$ cat src/rtl/div_seq_ctrl_pkg.sv
// Shared types and constants for the iterative divider sequencer.
package div_seq_ctrl_pkg;

  localparam int DIV_WIDTH = 32;

  typedef enum logic [1:0] {
    DIV_FREE    = 2'b00,
    DIV_BY_ZERO = 2'b01,
    DIV_ON      = 2'b10,
    DIV_END     = 2'b11
  } div_state_e;

endpackage

$ cat src/rtl/div_seq_ctrl_if.sv
// EX-stage <-> divider handshake: the EX stage is the master, the divider the slave.
interface div_seq_ctrl_if
  import div_seq_ctrl_pkg::*;
#(
  parameter int WIDTH = DIV_WIDTH
);
  logic               start_i;
  logic               signed_i;
  logic [WIDTH-1:0]   opdata1_i;
  logic [WIDTH-1:0]   opdata2_i;
  logic               annul_i;
  logic [2*WIDTH-1:0] result_o;
  logic               ready_o;
  logic               stallreq_for_ex;

  modport master (
    output start_i, signed_i, opdata1_i, opdata2_i, annul_i,
    input  result_o, ready_o, stallreq_for_ex
  );

  modport slave (
    input  start_i, signed_i, opdata1_i, opdata2_i, annul_i,
    output result_o, ready_o, stallreq_for_ex
  );
endinterface

$ cat src/rtl/div_seq_ctrl_core.sv
// Radix-2 restoring shift-subtract datapath on unsigned magnitudes: operand
// registers, iteration counter and one iteration per asserted step.
module div_seq_ctrl_core #(
  parameter int WIDTH = 32,
  parameter int CNT_W = $clog2(WIDTH) + 1
) (
  input  logic             clk,
  input  logic             rst,
  input  logic             load,
  input  logic             load_early,
  input  logic             step,
  input  logic [WIDTH-1:0] dividend,
  input  logic [WIDTH-1:0] divisor,
  output logic [WIDTH-1:0] quotient,
  output logic [WIDTH-1:0] remainder,
  output logic             done
);
  logic [2*WIDTH-1:0] part_q;
  logic [WIDTH-1:0]   divisor_q;
  logic [CNT_W-1:0]   cnt_q;
  logic [WIDTH:0]     trial;
  logic [WIDTH:0]     diff;

  // The partial remainder is below the divisor, so trial < 2*divisor and the
  // MSB of a WIDTH+1 wide difference is exactly the borrow.
  always_comb begin
    trial = part_q[2*WIDTH-1:WIDTH-1];
    diff  = trial - {1'b0, divisor_q};
  end

  // NOTE: state registers use non-blocking assignments so every flop samples
  // pre-edge values regardless of statement order.
  always_ff @(posedge clk or posedge rst) begin
    if (rst) begin
      part_q    <= '0;
      divisor_q <= '0;
      cnt_q     <= '0;
    end else if (load) begin
      part_q    <= {{WIDTH{1'b0}}, dividend};
      divisor_q <= divisor;
      cnt_q     <= '0;
    end else if (load_early) begin
      part_q    <= {dividend, {WIDTH{1'b0}}};
      divisor_q <= divisor;
      cnt_q     <= CNT_W'(WIDTH);
    end else if (step) begin
      if (diff[WIDTH]) part_q <= {trial[WIDTH-1:0], part_q[WIDTH-2:0], 1'b0};
      else             part_q <= {diff[WIDTH-1:0],  part_q[WIDTH-2:0], 1'b1};
      cnt_q <= cnt_q + 1'b1;
    end
  end

  assign quotient  = part_q[WIDTH-1:0];
  assign remainder = part_q[2*WIDTH-1:WIDTH];
  assign done      = (cnt_q == CNT_W'(WIDTH));
endmodule

$ cat src/rtl/div_seq_ctrl.sv
// DIV/DIVU sequencer for EX: FSM, sign handling, result register, stall request.
// Optional DIV_EARLY_OUT_EN: finish in 2 cycles when |dividend| < |divisor|.
module div_seq_ctrl
  import div_seq_ctrl_pkg::*;
#(
  parameter int WIDTH = DIV_WIDTH,
  parameter int CNT_W = $clog2(WIDTH) + 1
) (
  input  logic         clk,
  input  logic         rst,
  div_seq_ctrl_if.slave bus
);
  div_state_e         state_q, state_d;
  logic [2*WIDTH-1:0] result_q, result_d;
  logic               ready_q, ready_d;
  logic               sign1_q, sign2_q;
  logic               load, load_early, step, done;
  logic               op1_neg, op2_neg;
  logic [WIDTH-1:0]   op1_abs, op2_abs;
  logic [WIDTH-1:0]   quotient, remainder, q_fix, r_fix;

  assign op1_neg = bus.signed_i & bus.opdata1_i[WIDTH-1];
  assign op2_neg = bus.signed_i & bus.opdata2_i[WIDTH-1];
  assign op1_abs = op1_neg ? -bus.opdata1_i : bus.opdata1_i;
  assign op2_abs = op2_neg ? -bus.opdata2_i : bus.opdata2_i;

  div_seq_ctrl_core #(.WIDTH(WIDTH), .CNT_W(CNT_W)) u_core (
    .clk        (clk),
    .rst        (rst),
    .load       (load),
    .load_early (load_early),
    .step       (step),
    .dividend   (op1_abs),
    .divisor    (op2_abs),
    .quotient   (quotient),
    .remainder  (remainder),
    .done       (done)
  );

  // Truncating division: quotient sign is the XOR, remainder follows the dividend.
  assign q_fix = (sign1_q ^ sign2_q) ? -quotient : quotient;
  assign r_fix = sign1_q ? -remainder : remainder;

  // NOTE: every signal written here gets a default first, so no path can
  // leave one unassigned and infer a latch.
  always_comb begin
    state_d    = state_q;
    result_d   = result_q;
    ready_d    = ready_q;
    load       = 1'b0;
    load_early = 1'b0;
    step       = 1'b0;
    case (state_q)
      DIV_FREE: begin
        result_d = '0;
        ready_d  = 1'b0;
        if (bus.start_i) begin
          if (bus.opdata2_i == '0) begin
            state_d = DIV_BY_ZERO;
          end else begin
            state_d = DIV_ON;
`ifdef DIV_EARLY_OUT_EN
            // Counter preset to WIDTH, so ON finishes on its first cycle.
            if (op1_abs < op2_abs) load_early = 1'b1;
            else                   load       = 1'b1;
`else
            load = 1'b1;
`endif
          end
        end
      end
      DIV_BY_ZERO: begin
        state_d  = DIV_END;
        result_d = '0;
        ready_d  = 1'b1;
      end
      DIV_ON: begin
        if (done) begin
          state_d  = DIV_END;
          result_d = {r_fix, q_fix};
          ready_d  = 1'b1;
        end else begin
          step = 1'b1;
        end
      end
      DIV_END: begin
        if (!bus.start_i) begin
          state_d  = DIV_FREE;
          result_d = '0;
          ready_d  = 1'b0;
        end
      end
      default: state_d = DIV_FREE;
    endcase
    // A flush overrides every state and blocks a start in the same cycle.
    if (bus.annul_i) begin
      state_d    = DIV_FREE;
      result_d   = '0;
      ready_d    = 1'b0;
      load       = 1'b0;
      load_early = 1'b0;
      step       = 1'b0;
    end
  end

  always_ff @(posedge clk or posedge rst) begin
    if (rst) begin
      state_q  <= DIV_FREE;
      result_q <= '0;
      ready_q  <= 1'b0;
      sign1_q  <= 1'b0;
      sign2_q  <= 1'b0;
    end else begin
      state_q  <= state_d;
      result_q <= result_d;
      ready_q  <= ready_d;
      if (load || load_early) begin
        sign1_q <= op1_neg;
        sign2_q <= op2_neg;
      end
    end
  end

  assign bus.result_o        = result_q;
  assign bus.ready_o         = ready_q;
  assign bus.stallreq_for_ex = bus.start_i & ~ready_q & ~bus.annul_i;
endmodule

$ cat src/flat_wrapper.sv
// flat-port wrapper written by rule: the top's interface ports become plain ports
module div_seq_ctrl_flat import div_seq_ctrl_pkg::*;
#(
  parameter int WIDTH = DIV_WIDTH,
  parameter int CNT_W = $clog2(WIDTH) + 1
)
  (clk, rst, bus_start_i, bus_signed_i, bus_opdata1_i, bus_opdata2_i, bus_annul_i, bus_result_o, bus_ready_o, bus_stallreq_for_ex);
  div_seq_ctrl_if #(.WIDTH(WIDTH)) bus_i ();
  input  logic clk;
  input  logic rst;
  input wire logic [$bits(bus_i.start_i)-1:0] bus_start_i;
  input wire logic [$bits(bus_i.signed_i)-1:0] bus_signed_i;
  input wire logic [$bits(bus_i.opdata1_i)-1:0] bus_opdata1_i;
  input wire logic [$bits(bus_i.opdata2_i)-1:0] bus_opdata2_i;
  input wire logic [$bits(bus_i.annul_i)-1:0] bus_annul_i;
  output wire logic [$bits(bus_i.result_o)-1:0] bus_result_o;
  output wire logic [$bits(bus_i.ready_o)-1:0] bus_ready_o;
  output wire logic [$bits(bus_i.stallreq_for_ex)-1:0] bus_stallreq_for_ex;
  assign bus_i.start_i = bus_start_i;
  assign bus_i.signed_i = bus_signed_i;
  assign bus_i.opdata1_i = bus_opdata1_i;
  assign bus_i.opdata2_i = bus_opdata2_i;
  assign bus_i.annul_i = bus_annul_i;
  assign bus_result_o = bus_i.result_o;
  assign bus_ready_o = bus_i.ready_o;
  assign bus_stallreq_for_ex = bus_i.stallreq_for_ex;
  div_seq_ctrl #(.WIDTH(WIDTH), .CNT_W(CNT_W)) u_core (.clk(clk), .rst(rst), .bus(bus_i));
endmodule
$ cat config.mk
export PLATFORM = sky130hd
export DESIGN_NAME = div_seq_ctrl_flat
export DESIGN_NICKNAME = d
export VERILOG_FILES = /design/src/rtl/div_seq_ctrl_pkg.sv /design/src/rtl/div_seq_ctrl_if.sv /design/src/rtl/div_seq_ctrl_core.sv /design/src/rtl/div_seq_ctrl.sv /design/src/flat_wrapper.sv
export SDC_FILE = /design/constraint.sdc
export NUM_CORES = 1
export LEC_CHECK = 0
export BUFFER_PORTS_ARGS = -buffer_cell sky130_fd_sc_hd__buf_4
export CORE_MARGIN = 2
export CORE_UTILIZATION = 30
export CTS_CLUSTER_DIAMETER = 50
export DETAILED_ROUTE_END_ITERATION = 7
export PLACE_DENSITY_LB_ADDON = 0.25
export SYNTH_ARGS = -nofsm -noshare
export SYNTH_HDL_FRONTEND = slang
export SYNTH_SLANG_ARGS = --single-unit
$ cat constraint.sdc
create_clock -name clk -period 6.8 [get_ports clk]
set_input_delay 0.68 -clock clk [delete_from_list [all_inputs] [get_ports clk]]
set_output_delay 0.68 -clock clk [all_outputs]
set_load 0.01 [all_outputs]
Word-level counts from Yosys, hierarchy flattened

Index checks and enable logic that the tools add are counted.

Input bits: 69
Memories kept: 0
ROM bits: 0
Register bits: 171
Memory bits (writable): 0
Word-level logic and storage cells: 64
Bits in latches: 0

Order comparisons: 0
Multiply operators: 0
Mux-type cells: 30
Reductions and logical operators: 6
Equality and inequality tests: 7
Divide/modulo/power cells: 0
Shifts and indexed selects: 0
Bitwise gates (word level): 7
$add $sub $neg: 6

Operators with widths:

| kind                                          | count |
|---|---|
| 2-to-1 mux 64 bit                             | 6 |
| case mux 64 bit (3 select lines)              | 1 |
| 2-to-1 mux 32 bit                             | 4 |
| negator 32 bit                                | 4 |
| subtractor 33 x 32 -> 33 bit                  | 1 |
| zero test 32 bit                              | 1 |
| 2-to-1 mux 6 bit                              | 2 |
| 2-to-1 mux 1 bit                              | 10 |
| 2-to-1 mux 2 bit                              | 5 |
| != test 3 bit, second input constant          | 3 |
| case mux 2 bit (4 select lines)               | 1 |
| adder 6 x 1 -> 6 bit, second input constant   | 1 |
| == test 6 bit, second input constant          | 1 |
| bitwise AND 1 bit                             | 4 |
| == test 2 bit, second input constant          | 2 |
| case mux 1 bit (4 select lines)               | 1 |
| AND reduction 3 bit                           | 1 |
| == test 2 x 1 -> 1 bit, second input constant | 1 |
| zero test 2 bit                               | 1 |
| inverter 1 bit                                | 2 |
| AND reduction 2 bit                           | 1 |
| nonzero test 2 bit                            | 1 |
| OR reduction 2 bit                            | 1 |
| XOR 1 bit                                     | 1 |

Longest topological paths before layout

Word-level depth: 6
Depth in mapped cells: 13
Mapped depth without buffers: 12

Hierarchy

A second synthesis with hierarchy kept.

Cells, all modules: 1,442
Area total of the unflattened synthesis: 12,032.8 sq um

By module, submodules not included:

| module            | instances | sequential area each (sq um) | cells an instance | area an instance (sq um) |
|---|---|---|---|---|
| div_seq_ctrl_core | 1         | 2,552.4                      | 789               | 6,695.2 |
| div_seq_ctrl      | 1         | 1,726.7                      | 653               | 5,337.6 |

Worst setup path before layout

OpenSTA, ideal clock, no wires.

Kind: register to register
Start point: register u_core.u_core.part_q[31]
End point: register u_core.u_core.part_q[34]
Arrival: 3,225 ps
Data required time: 6,658 ps
Period minus slack after synthesis: 3,367 ps
Stages on the path, launching flop included: 14
Path slack: 3,433 ps
Cell sequence: dfrtp_1 -> inv_1 -> ha_1 -> fa_1 -> nand2b_1 -> a21oi_1 -> o2111ai_1 -> a2111oi_0 -> or2_1 -> a311o_1 -> xnor2_2 -> buf_2 -> mux2i_1 -> a211oi_1

Longest elaborated chain between the ends: 4

Ends and longest elaborated chain:

| what                         | RTL line                | RTL |
|---|---|---|
| start, declared              | div_seq_ctrl_core.sv:18 | `logic [2*WIDTH-1:0] part_q;` |
| start signal, assigned       | div_seq_ctrl_core.sv:39 | `part_q <= {{WIDTH{1'b0}}, dividend};` |
| start signal, assigned       | div_seq_ctrl_core.sv:43 | `part_q <= {dividend, {WIDTH{1'b0}}};` |
| start signal, assigned       | div_seq_ctrl_core.sv:47 | `if (diff[WIDTH]) part_q <= {trial[WIDTH-1:0], part_q[WIDTH-2:0], 1'b0};` |
| subtractor 33 x 32 -> 33 bit | div_seq_ctrl_core.sv:28 | `diff = trial - {1'b0, divisor_q};` |
| 2-to-1 mux 64 bit            | div_seq_ctrl_core.sv:47 |  |
| 2-to-1 mux 64 bit            | div_seq_ctrl_core.sv:46 | `end else if (step) begin` |
| 2-to-1 mux 64 bit            | div_seq_ctrl_core.sv:38 | `end else if (load) begin` |

Every way passes these cells. The select of a mux whose other input is x is not followed.
A chain may end at the register's enable or synchronous reset.

Final worst setup path

Start point: register u_core.u_core.part_q[31]
End point: register u_core.u_core.part_q[32]

Longest elaborated chain between the ends: 4

Ends and longest elaborated chain:

| what                         | RTL line |
|---|---|
| subtractor 33 x 32 -> 33 bit | div_seq_ctrl_core.sv:28 |
| 2-to-1 mux 64 bit *          | div_seq_ctrl_core.sv:47 |
| 2-to-1 mux 64 bit *          | div_seq_ctrl_core.sv:46 |
| 2-to-1 mux 64 bit *          | div_seq_ctrl_core.sv:38 |

Every way passes the cells marked *; elsewhere a longest branch is shown, timed or not. The select of a mux whose other input is x is not followed.

==> results by group <==
Status
  • Status: finished, final reports clean

Global route
  • Gr ovfl total: 0
  • Largest net degree at the start of global routing: 105
  • Antenna violations before repair: 2
  • Total track usage: 16.2%
  • Vias in the first global route: 9,091
  • First-pass GRT wire length: 50.1 mm

Cells and area
  • Final #Nets: 1,556
  • Layout cells sized above 1: 13.6%
  • Multi-input combinational cell area: 0.00652 mm²
  • Area grow syn2layout: 18.0%
  • Inserted Diodes: 0
  • FF/Latch Area: 0.00428 mm²
  • Design area: 0.0133 mm²
  • Fill cell count: 3,888

Floorplanning
  • Core box area: 0.0373 mm²
  • Initial Util: 30.2%
  • Die width: 198 µm
  • IO Count: 135
  • Die Ht: 198 µm
  • Die area: 0.0392 mm²
  • Row count: 71

Logic synthesis
  • Yosys top cell area share: 37.9%
  • Sequential fraction of the synthesis area: 37.9%
  • Post-synth EDFFs: 0
  • Synth Net Count: 1,464
  • Most common cell in the synthesized netlist: nand2_1
  • Synth top area cells: dfrtp_1, nand2_1, xor2_1, xnor2_1, o21ai_0
  • Synthesized instance count: 1,353
  • #FFs+latches synth: 171
  • Synthesized area: 0.0113 mm²
  • Ys Warns: 0
  • Most frequent cells after synthesis: nand2_1, dfrtp_1, o21ai_0
  • Netlist cell types: 66
  • Asr flop ratio synth: 100%
  • Syn_area_per_cell: 8.33 µm²
  • Synth Flop Type: dfrtp_1
  • Synth area leader: dfrtp_1

CTS
  • Root buffer cell: clkbuf_16
  • Hold buffers post-CTS: 0
  • Reg clk slew, reported paths: 60 ps
  • Post-CTS Setup Inserts: 0
  • Clock Latency Late Sink: 440 ps
  • Post-CTS sizing: 0
  • CTS Buffer Depth: 2
  • Max H-tree Level: 4
  • TritonCTS clock tree: yes
  • Clock sinks: 171
  • CTS Buf Count: 17

Pwr
  • Sequential Power Share: 28.1%
  • Pwr dens: 497 mW/mm²
  • Net Sw Power: 0.00303 W
  • Peak supply drop: 0.258 mV
  • Leakage: 5.78 nW
  • Clock network fraction of total power: 15.5%
  • Switching share of total power: 45.8%
  • Internal power: 0.00359 W
  • Comb pwr share: 56.4%

Worst setup path
  • Max stage delay cell, worst path: a2111oi_0
  • Crit path capture type: flip-flop
  • CP most frequent cell: a311o_1
  • Crit path largest cell delay: 680 ps
  • Type of the worst setup path: reg -> reg
  • Worst EP arrival: 4590 ps
  • Critical Path Fanout Max: 32
  • CP Cell Sequence: inv_1 > ha_1 > fa_1 > nand2b_1 > a21oi_1 > o2111ai_1 > a2111oi_0 > or2_1 > a311o_1 > xnor2_4 > buf_4 > nor4_1 > a311o_1
  • Startpoint types: flip-flop
  • CP required: 7110 ps

Route
  • Via count: 9,732
  • Post-route ant nets: 0
  • Avg WL per Cell: 16.3 µm
  • DRC errors left: 0
  • First-pass iteration count of the detailed router: 7
  • Initial detailed-routing violation count: 589
  • Final WL: 31.5 mm
  • Vias per cell: 5.04

STA
  • Relative slew margins: 21.5%
  • RSZ-0062 raised after global routing: false
  • Final setup vio count: 0
  • Final min period: 4270 ps
  • Min Hold Slack: 465 ps
  • Clock Skew: 8.18 ps
  • Fmax: 234 MHz
  • Fin crit share: 62.8%
  • Final Hold Viols: 0
  • Final Max Tran Viols: 0
  • TNS Setup: 0 ps
  • Actual slew at the worst max-slew pin: 1180 ps

Placement
  • GPL Wtd Cong: 0.832
  • PortBufs: 134
  • Dpl hpwl: 23.7 mm
  • Cell area after placement: 0.0127 mm²

Hold path
  • HP Class: in -> async

Job
  • Max cap viols: 0
## cells by family after synthesis
logic type / count (synthesis) / share of synthesized area (%)
AND/OR/NAND/NOR: 474 / 19.2
XOR/XNOR: 152 / 11.9
multiplexers: 24 / 2.14
AO/OA/AOI/OAI: 365 / 19.6
adder cells (fa/ha/maj): 42 / 4.73
flip-flops: 171 / 37.9
buffers and inverters: 125 / 4.48
## power by group through the flow
| stage | sequential, W | clock (W) | combinational [W] |
|---|---|---|---|
| final | 0.00186 | 0.00103 | 0.00373 |
| after global routing | 0.00192 | 0.00110 | 0.00417 |
| after CTS | 0.00185 | 0.00105 | 0.00374 |
| after detailed placement | 0.00187 | 0 | 0.00372 |
| after global placement | 0.00186 | 0 | 0.00371 |
| after floorplan | 0.00174 | 0 | 0.00279 |
## cells in the final DEF, fill, tap and decap left out, types with 23 or more instances in the layout
cell type and instances:
inv_1 53, dfrtp_1 171, a211oi_1 25, xnor2_1 73
xor2_1 78, nor2_1 107, a31oi_1 35, nand2_1 222
o21ai_0 124, ha_1 41, mux2i_1 23, o21ai_1 31
a21oi_1 70, buf_4 144
## worst paths after layout
path	from	end	slack, ps	cells after the start
hold / removal	rst	u_core.bus.result_o[38]$_DFFE_PP0P_	470	2
max in group asynchronous	rst	u_core.u_core.part_q[34]$_DFFE_PP0P_	4860	3
setup reg to reg	u_core.u_core.part_q[31]$_DFFE_PP0P_	u_core.u_core.part_q[32]$_DFFE_PP0P_	2530	13
min in group clk	u_core.bus.result_o[9]$_DFFE_PP0P_	u_core.bus.result_o[9]$_DFFE_PP0P_	480	2
setup / recovery	u_core.u_core.part_q[31]$_DFFE_PP0P_	u_core.u_core.part_q[32]$_DFFE_PP0P_	2530	13
hold reg to reg	u_core.bus.result_o[9]$_DFFE_PP0P_	u_core.bus.result_o[9]$_DFFE_PP0P_	480	2
## area by class of cell
cell class,instances,share of cell area [%]
Multi-Input combinational cell,1057,49.0
Sequential cell,171,32.2
Tap cell,474,4.46
Clock buffer,22,3.64
Inverter,54,1.56
Clock inverter,10,1.04
Timing Repair Buffer,144,8.12
## worst max-delay path: cells and delay by family (launching register included)
| kind | cells | cell delay (ps) |
|---|---|---|
| compound gates | 5 | 1900 |
| xor+xnor | 1 | 150 |
| fa+ha+maj | 2 | 650 |
| buf+inv | 2 | 530 |
| flops | 1 | 380 |
| simple gates | 3 | 520 |
## state kept, by name (all words and copies together), names as in the netlist
| name | cells |
|---|---|
| u_core.u_core.part_q | 64 |
| u_core.bus.result_o | 64 |
| u_core.bus.ready_o | 1 |
| u_core.sign2_q | 1 |
| u_core.u_core.divisor_q | 32 |
| u_core.u_core.cnt_q | 6 |
| u_core.state_q | 2 |
| u_core.sign1_q | 1 |
## metal layers
layer  global-route usage [%]  wire [µm]
met4                     3.62        345
met2                     22.6      12600
met3                     3.29       1600
met1                     25.3      16900
met5                        0         20
## stage by stage
step	setup slack [ps]	utilization (%)	power, W	cells
2_1_floorplan	1490	-	0.00453	1353
3_3_place_gp	2530	34.0	0.00557	1900
3_5_place_dp	2470	34.0	0.00560	1900
4_1_cts	2490	35.7	0.00664	1932
5_1_grt	2180	35.7	0.00719	1932
6_report	2530	35.7	0.00661	1932
Note: power is estimated with default switching activity, not from simulation.
